<file path="src/rtl/uart_pkg.sv">
// Shared types and constants for the UART transmit back end
// (state encoding, line levels, bit-timing helper).
package uart_pkg;

  typedef enum logic [2:0] {
    IDLE,
    START,
    DATA,
    PARITY,
    STOP
  } tx_state_e;

  localparam logic LINE_IDLE  = 1'b1;
  localparam logic LINE_START = 1'b0;
  localparam logic LINE_STOP  = 1'b1;

  // Integer division truncates, so the bit period rounds down.
  function automatic int clks_per_bit(input int clk_hz, input int baud);
    return clk_hz / baud;
  endfunction

endpackage

</file>
<file path="src/rtl/sync_fifo_byte.sv">
// Single-clock byte FIFO with first-word fall-through read data.
// A push while full and a pop while empty are both ignored.
module sync_fifo_byte
  import uart_pkg::*;
#(
  parameter int DEPTH = 16
) (
  input  logic                       clk,
  input  logic                       rst,
  input  logic                       push,
  input  logic                       pop,
  input  logic [7:0]                 din,
  output logic [7:0]                 dout,
  output logic [$clog2(DEPTH+1)-1:0] cnt,
  output logic                       full,
  output logic                       empty
);

  localparam int PTR_W = $clog2(DEPTH);
  localparam int CNT_W = $clog2(DEPTH + 1);

  logic [7:0]       mem_q [DEPTH];
  logic [PTR_W-1:0] wr_ptr_q, wr_ptr_d;
  logic [PTR_W-1:0] rd_ptr_q, rd_ptr_d;
  logic [CNT_W-1:0] cnt_q, cnt_d;
  logic             push_ok;
  logic             pop_ok;

  // Full is judged on the registered count, so a same-cycle pop never frees room.
  assign full  = (cnt_q == CNT_W'(DEPTH));
  assign empty = (cnt_q == '0);
  assign cnt   = cnt_q;
  assign dout  = mem_q[rd_ptr_q];

  always_comb begin
    push_ok  = push && !full;
    pop_ok   = pop && !empty;
    wr_ptr_d = wr_ptr_q;
    rd_ptr_d = rd_ptr_q;
    cnt_d    = cnt_q;
    if (push_ok) begin
      wr_ptr_d = wr_ptr_q + PTR_W'(1);
    end
    if (pop_ok) begin
      rd_ptr_d = rd_ptr_q + PTR_W'(1);
    end
    case ({push_ok, pop_ok})
      2'b10:   cnt_d = cnt_q + CNT_W'(1);
      2'b01:   cnt_d = cnt_q - CNT_W'(1);
      default: cnt_d = cnt_q;
    endcase
  end

  always_ff @(posedge clk or posedge rst) begin
    if (rst) begin
      wr_ptr_q <= '0;
      rd_ptr_q <= '0;
      cnt_q    <= '0;
    end else begin
      wr_ptr_q <= wr_ptr_d;
      rd_ptr_q <= rd_ptr_d;
      cnt_q    <= cnt_d;
    end
  end

  always_ff @(posedge clk) begin
    if (push_ok) begin
      mem_q[wr_ptr_q] <= din;
    end
  end

endmodule

</file>
<file path="src/rtl/uart_tx_fifo.sv">
// UART transmit back end: byte FIFO feeding an 8N1 serializer on txd.
// Define UART_TX_PARITY_EN to insert an even-parity bit (8E1 frames).
module uart_tx_fifo
  import uart_pkg::*;
#(
  parameter int CLK_HZ     = 12000000,
  parameter int BAUD       = 115200,
  parameter int FIFO_DEPTH = 16
) (
  input  logic                            clk,
  input  logic                            rst,
  input  logic                            tx_data_rdy,
  input  logic [7:0]                      tx_data,
  output logic                            txd,
  output logic                            tx_busy,
  output logic                            fifo_full,
  output logic [$clog2(FIFO_DEPTH+1)-1:0] fifo_cnt,
  output logic                            overflow
);

  localparam int CPB    = clks_per_bit(CLK_HZ, BAUD);
  localparam int BAUD_W = (CPB > 1) ? $clog2(CPB) : 1;
  localparam logic [BAUD_W-1:0] CPB_LAST = BAUD_W'(CPB - 1);

  tx_state_e         state_q, state_d;
  logic [BAUD_W-1:0] baud_q, baud_d;
  logic [2:0]        idx_q, idx_d;
  logic [7:0]        shift_q, shift_d;
  logic              txd_q, txd_d;
  logic              overflow_q, overflow_d;
  logic              fifo_pop;
  logic              fifo_empty;
  logic [7:0]        fifo_dout;
  logic              bit_done;

  sync_fifo_byte #(
    .DEPTH(FIFO_DEPTH)
  ) u_fifo (
    .clk  (clk),
    .rst  (rst),
    .push (tx_data_rdy),
    .pop  (fifo_pop),
    .din  (tx_data),
    .dout (fifo_dout),
    .cnt  (fifo_cnt),
    .full (fifo_full),
    .empty(fifo_empty)
  );

  assign bit_done = (baud_q == CPB_LAST);

  // Next frame is loaded in the last STOP cycle so frames run back to back.
  always_comb begin
    state_d  = state_q;
    baud_d   = baud_q;
    idx_d    = idx_q;
    shift_d  = shift_q;
    fifo_pop = 1'b0;
    if (state_q != IDLE) begin
      baud_d = bit_done ? '0 : baud_q + BAUD_W'(1);
    end
    case (state_q)
      IDLE: begin
        if (!fifo_empty) begin
          fifo_pop = 1'b1;
          shift_d  = fifo_dout;
          baud_d   = '0;
          state_d  = START;
        end
      end
      START: begin
        if (bit_done) begin
          idx_d   = '0;
          state_d = DATA;
        end
      end
      DATA: begin
        if (bit_done) begin
          if (idx_q == 3'd7) begin
`ifdef UART_TX_PARITY_EN
            state_d = PARITY;
`else
            state_d = STOP;
`endif
          end else begin
            idx_d = idx_q + 3'd1;
          end
        end
      end
      PARITY: begin
        if (bit_done) begin
          state_d = STOP;
        end
      end
      STOP: begin
        if (bit_done) begin
          if (!fifo_empty) begin
            fifo_pop = 1'b1;
            shift_d  = fifo_dout;
            state_d  = START;
          end else begin
            state_d = IDLE;
          end
        end
      end
      default: state_d = IDLE;
    endcase
  end

  always_comb begin
    case (state_q)
      START:   txd_d = LINE_START;
      DATA:    txd_d = shift_q[idx_q];
      PARITY:  txd_d = ^shift_q;
      STOP:    txd_d = LINE_STOP;
      default: txd_d = LINE_IDLE;
    endcase
  end

  always_comb begin
    overflow_d = overflow_q | (tx_data_rdy & fifo_full);
  end

  always_ff @(posedge clk or posedge rst) begin
    if (rst) begin
      state_q    <= IDLE;
      baud_q     <= '0;
      idx_q      <= '0;
      shift_q    <= '0;
      txd_q      <= LINE_IDLE;
      overflow_q <= 1'b0;
    end else begin
      state_q    <= state_d;
      baud_q     <= baud_d;
      idx_q      <= idx_d;
      shift_q    <= shift_d;
      txd_q      <= txd_d;
      overflow_q <= overflow_d;
    end
  end

  assign txd      = txd_q;
  assign overflow = overflow_q;
  assign tx_busy  = (state_q != IDLE) || (fifo_cnt != '0);

endmodule
</file>
<file path="config.mk">
export PLATFORM = sky130hd
export DESIGN_NAME = uart_tx_fifo
export DESIGN_NICKNAME = d
export VERILOG_FILES = /design/src/rtl/uart_pkg.sv /design/src/rtl/sync_fifo_byte.sv /design/src/rtl/uart_tx_fifo.sv
export SDC_FILE = /design/constraint.sdc
export NUM_CORES = 1
export LEC_CHECK = 0
export ABC_AREA = 1
export CORE_MARGIN = 5
export CORE_UTILIZATION = 69
export CTS_BUF_LIST = sky130_fd_sc_hd__clkbuf_2 sky130_fd_sc_hd__clkbuf_4 sky130_fd_sc_hd__clkbuf_8
export DETAILED_ROUTE_END_ITERATION = 12
export PLACE_DENSITY = 0.88
export SETUP_SLACK_MARGIN = 0.05
export SLEW_MARGIN = 20
export SYNTH_ARGS = -nofsm -noshare
export SYNTH_HDL_FRONTEND = slang
export SYNTH_HIERARCHICAL = 1
export SYNTH_SLANG_ARGS = --single-unit
</file>
<file path="constraint.sdc">
create_clock -name clk -period 5.36 [get_ports clk]
set_input_delay 1.608 -clock clk [delete_from_list [all_inputs] [get_ports clk]]
set_output_delay 1.608 -clock clk [all_outputs]
set_load 0.01 [all_outputs]
</file>
---- Yosys cells after proc, flatten, opt, wreduce, memory -nomap -nowiden ----
Memories as Yosys holds them, arrays and structs flattened.
Cells that the tools add are included.
storage, ports and cells
  memories ................................ 1
  input port bits ......................... 11
  bits in writable memories ............... 128
  logic and storage cells ................. 79
  flip-flop bits (word level) ............. 36
  output and inout bits ................... 9
memories
  name          depth  width  rd ports  clocked after memory_dff  write ports  line                  text
  u_fifo.mem_q  16     8      1         0                         1            sync_fifo_byte.sv:22  logic [7:0] mem_q [DEPTH];
cells by class
  muxes and demuxes ....................... 28
  reductions and logical operators ........ 16
  bitwise gates (word level) .............. 2
  magnitude comparators ................... 1
  eq/ne operators ......................... 16
  add/subtract/negate cells ............... 6
operators with widths
  cell                 count
  $mux 7               4
  $mux 3               9
  $mux 8               2
  $pmux 8 s2           1
  $pmux 3 s5           1
  $ne 2x2->1 const B   7
  $pmux 5 s2           1
  $add 4x1->4 const B  2
  $reduce_xor 8->1     1
  $add 7x1->7 const B  1
  $eq 7x7->1 const B   1
  $eq 3x2->1 const B   2
  $eq 3x3->1 const B   2
  $mux 1               6
  $pmux 3 s2           1
  $reduce_and 6->1     1
  $reduce_bool 2->1    3
  $add 5x1->5 const B  1
  $eq 5x5->1 const B   1
  $logic_not 5->1      1
  $reduce_bool 5->1    1
  $sub 5x1->5 const B  1
  $lt 3x4->1 const B   1
  $reduce_and 4->1     1
  other kinds (15)     17

---- Logic depth before layout (Yosys ltp) ----
  depth after elaboration ................. 7
  mapped depth ............................ 20
  depth with buffers taken out ............ 20

---- Hierarchy ----
Netlist, hierarchy kept.
modules (own cells, without submodules)
  module          cells each  area an instance (µm²)  seq. area each (µm²)  times used
  sync_fifo_byte  623         6,236.0                 4,169.0               1
  uart_tx_fifo    200         1,440.1                 576.8                 1

---- Worst setup path after synthesis ----
Ideal clock, no wire load.
  path type ............................... input to register
  start point ............................. in tx_data_rdy
  end point ............................... reg u_fifo.cnt_q[4] (netlist: u_fifo/cnt[4])
  arrival time ............................ 2.828 ns
  cell stages on the path ................. 12
  path slack .............................. 2.415 ns
  library setup time ...................... 0.116 ns
  required time ........................... 5.244 ns
  buffers on the path ..................... 0
  cell sequence ........................... nand2_1 -> ha_1 -> inv_1 -> fa_1 -> inv_1 -> nand2_1 -> nand2_1 -> nand2_1 -> nand2_1 -> nand2_1 -> nand2_1 -> nand2_1
between the ends
  word-level cells in the longest chain between the ends .. 3
  elaborated cells on any way between the ends .. 5
  those cells by class .................... eq/ne (2); mux (1); reduce/logical (2)
ends and longest elaborated chain
  what                                                    line                  text
  from (decl)                                             uart_tx_fifo.sv:12    input logic tx_data_rdy,
  $logic_and 1x1->1 *                                     sync_fifo_byte.sv:36  push_ok = push && !full;
  $eq 2x1->1 / $eq 2x2->1 (equally long branches)         sync_fifo_byte.sv:47  case ({push_ok, pop_ok})
  $pmux 5 s2 / $reduce_bool 2->1 (equally long branches)  --
  to (signal assigned)                                    sync_fifo_byte.sv:62  cnt_q <= cnt_d;
  to (decl)                                               sync_fifo_byte.sv:25  logic [CNT_W-1:0] cnt_q, cnt_d;
Mark *: on every way between the ends. The rest lies on a longest branch, timed or not.
A chain may end at the register's enable or synchronous reset.

---- Worst setup path after layout ----
  start point ............................. reg state_q[0]
  end point ............................... out tx_busy
between the ends
  word-level cells in the longest chain between the ends .. 2
ends and longest elaborated chain
  what                    line                 text
  from (decl)             uart_tx_fifo.sv:25   tx_state_e state_q, state_d;
  from (signal assigned)  uart_tx_fifo.sv:133  state_q <= state_d;
  $reduce_bool 3->1       uart_tx_fifo.sv:144  assign tx_busy = (state_q != IDLE) || (fifo_cnt != '0);
  $logic_or 1x1->1        uart_tx_fifo.sv:144
  to (decl)               uart_tx_fifo.sv:15   output logic tx_busy,
No other way between the ends.

==> results.sh <==
export IMPL_r2r_end="u_fifo/cnt[4]$_DFFE_PP0P_"
export IMPL_ys_ff_latch=164
export IMPL_synth_edf_count=128
export IMPL_place_congestion=0.9757
export IMPL_vias=5640
export IMPL_syn_cell_area_um2=7676
export IMPL_viasPerCell=5.680
export IMPL_synth_common_cells="nand2_1 (310), edfxtp_1 (128), inv_1 (93), nor2_1 (75), nand3_1 (72)"
export IMPL_final_util=0.7641
export IMPL_grt_max_degree=83
export IMPL_pwr_share_clk=0.300
export IMPL_reg2reg_from="u_fifo/cnt[0]$_DFFE_PP0P_"
export IMPL_power_density_nw_per_um2=337.2
export IMPL_clockRootBuffer="clkbuf_8"
export IMPL_setup_viol=0
export IMPL_grt_pass1_vias=5413
export IMPL_fin_crit_sh=0.6723
export IMPL_synth_nets=847
export IMPL_cp_max_fo=6
export IMPL_first_pass_iters=5
export IMPL_antenna_cells=0
export IMPL_synth_top_area_frac=0.5007
export IMPL_drv_cap=0
export IMPL_min_path_type="reg -> reg"
export IMPL_p_seq_frac=0.559
export IMPL_period_needed_ns=3.604
export IMPL_switchingPower_uw=835.0
export IMPL_dp_hpwl_um=11010
export IMPL_drive_above_1_share=0.07972
export IMPL_start_util=0.7050
export IMPL_ys_warnings_count=6
export IMPL_leakage_uw=0.003733
export IMPL_clk_insertion_delay_late_ns=0.47
export IMPL_antenna_left=0
export IMPL_clock_sinks=164
export IMPL_cp_cell_sequence="nor2_2, nand2_2, clkinv_2, nand3_1, clkdlybuf4s50_1"
export IMPL_yosysTopAreaCell="edfxtp_1"
export IMPL_cts_made_buffers=17
export IMPL_yosys_cell_count_top_type="nand2_1"
export IMPL_reg2reg_slack_ns=2.17
export IMPL_ff_latch_area_um2=4747
export IMPL_multiInputGateArea_um2=2414
export IMPL_yosysSeqAreaShare=0.6183
export IMPL_ctsHoldBuffers=0
export IMPL_holdPathEnd="overflow$_DFF_PP0_"
export IMPL_io_buffers=19
export IMPL_die_w_um=115.5
export IMPL_tightest_slew_ns=0.8833
export IMPL_synth_top_flop_cell="edfxtp_1"
export IMPL_antenna_found_initial=0
export IMPL_grt_pass1_wl_um=26750
export IMPL_die_area_um2=13330
export IMPL_die_h_um=115.5
export IMPL_pwr_share_comb=0.140
export IMPL_status="finished clean"
export IMPL_required_ns=3.75
export IMPL_routed_top_layer="met4"
export IMPL_hold_violations=0
export IMPL_wl_um=16880
export IMPL_hp_start="overflow$_DFF_PP0_"
export IMPL_clk_path_buf_depth=2
export IMPL_timing_fmax_mhz=277.5
export IMPL_vdd_drop_max_mv=0.3716
export IMPL_drtIter0Drc=685
export IMPL_route_detailed_drc=0
export IMPL_fillers=691
export IMPL_swShare=0.2976
export IMPL_rsz0062_at_grt="false"
export IMPL_coreArea_um2=10890
export IMPL_holdPathStages=1
export IMPL_cp_num_buf_inv=2
export IMPL_p_int_uw=1971
export IMPL_area_growth_pct=8.378
export IMPL_async_reset_ff_frac=0.2195
export IMPL_syn_area_per_cell_um2=9.327
export IMPL_cts_resized=0
export IMPL_wirelength_met1_um=6560
export IMPL_slew_headroom=0.4093
export IMPL_grt_usage=0.2714
export IMPL_netlist_instances=823
export IMPL_crit_family="buffers and inverters"
export IMPL_wl_met3_um=1548
export IMPL_startpoint_type="flip-flop"
export IMPL_finClkSkew_ns=0.01170
export IMPL_worst_path_max_delay_cell="clkdlybuf4s50_1"
export IMPL_cts_tree="yes"
export IMPL_cp_arrival_ns=2.00
export IMPL_fin_cells=993
export IMPL_finalSetupTns_ns=0
export IMPL_crit_type="reg -> out"
export IMPL_max_stage_delay_ns=0.52
export IMPL_end_kind="primary output"
export IMPL_route_met2_wl_um=8430
export IMPL_num_rows=38
export IMPL_final_nets=864
export IMPL_dp_cells=961
export IMPL_io_pins=20
export IMPL_ff2ff_path_depth=19
export IMPL_cts_setup_buffers=0
export IMPL_wl_per_cell_um=17.00
export IMPL_grt_overflow=0
export IMPL_ys_types=37
export IMPL_clkTransAtPathRegs_ns=0.10
export IMPL_slew_violations=0
export IMPL_synth_area_leaders="edfxtp_1 (50%), nand2_1 (15%), dfrtp_1 (11%), nand3_1 (4.7%), inv_1 (4.5%)"
export IMPL_htreeDepth=4
==> per-stage QoR <==
stage	instance area (um2)	hold WS [ns]	total power [uW]	setup WS, ns
after floorplan	7676	0.4749	1805	2.415
after global placement	7934	0.4528	1956	1.774
after detailed placement	7934	0.4614	1981	1.747
after CTS	8319	0.4853	2806	1.728
after global routing	8319	0.4937	2927	1.656
final	8319	0.4873	2806	1.756
==> placed cells by master, fill, tap and decap left out, drive strengths merged <==
cell type        n
dfstp            1
inv            105
o31ai            1
nor3             2
ha              12
clkinvlp         3
o21ai           15
nand4            6
buf              1
o22ai            1
xnor2            4
dfrtp           35
clkinv          10
clkbuf          17
xor2             5
o211ai           4
nor2            81
nand3           74
a21oi            2
fa               1
edfxtp         128
a21o             1
clkdlybuf4s50   19
or2              1
nand2          324
==> layout make-up <==
class,instances,area share
timing repair buffer,20,0.02376
clock inverter,15,0.01820
tap,140,0.02106
sequential,164,0.5706
inverter,103,0.04813
clock buffer,17,0.02812
multi-input combinational,534,0.2901
==> how the worst max path moves through the flow <==
stage | startpoint | end | cells past startpoint
after global routing | state_q[2]$_DFFE_PP0P_ | tx_busy | 5
after detailed placement | tx_data_rdy | u_fifo/mem_q[6][1]$_DFFE_PP_ | 5
final | state_q[0]$_DFFE_PP0P_ | tx_busy | 5
after global placement | tx_data_rdy | u_fifo/mem_q[6][7]$_DFFE_PP_ | 5
after CTS | state_q[0]$_DFFE_PP0P_ | tx_busy | 5
after floorplan | tx_data_rdy | u_fifo/cnt[4]$_DFFE_PP0P_ | 12
==> sequential cells by signal (all words and copies together), names as in the netlist <==
name,cells
u_fifo/wr_ptr_q,4
u_fifo/rd_ptr_q,4
u_fifo/mem_q,128
shift_q,8
overflow,1
txd,1
idx_q,3
baud_q,7
u_fifo/cnt,5
state_q,3
==> routing by layer <==
layer,up-vias,GRT usage
li1,2662,-
met1,2653,0.3487
met2,290,0.4564
met3,35,0.06266
met4,0,0.09937
met5,-,0
==> cell families after synthesis <==
logic type                 synth area share
AOI/OAI and AO/OA                   0.01891
xor gates and xnor gates            0.01027
adders and majority gates           0.02217
buffers and inverters               0.06732
DFF                                  0.6183
and+or+nand+nor                      0.2631
==> worst reg2reg max path, stage by stage, from the launching register on <==
cell      delay (ns)
dfrtp_1         0.49
nor2_1          0.11
nand4_1         0.14
inv_1           0.16
nor3_1          0.29
nand2_4         0.17
clkinv_8        0.11
nand2_1         0.17
inv_1           0.19
ha_1            0.28
inv_1           0.09
fa_1            0.36
inv_1           0.08
nand2_1         0.08
nand2_1         0.10
nand2_1         0.08
nand2_1         0.06
nand2_1         0.04
nand2_1         0.05
nand2_1         0.05
==> power groups by stage <==
| stage | Sequential [uW] | Combinational (uW) | Clock, uW |
|---|---|---|---|
| 2_1_floorplan | 1580 | 222 | 0 |
| 5_1_grt | 1580 | 429 | 918 |
| 6_report | 1570 | 394 | 843 |
| 3_3_place_gp | 1590 | 368 | 0 |
| 4_1_cts | 1570 | 387 | 852 |
| 3_5_place_dp | 1590 | 386 | 0 |
Power figures use the tool's default switching activity.
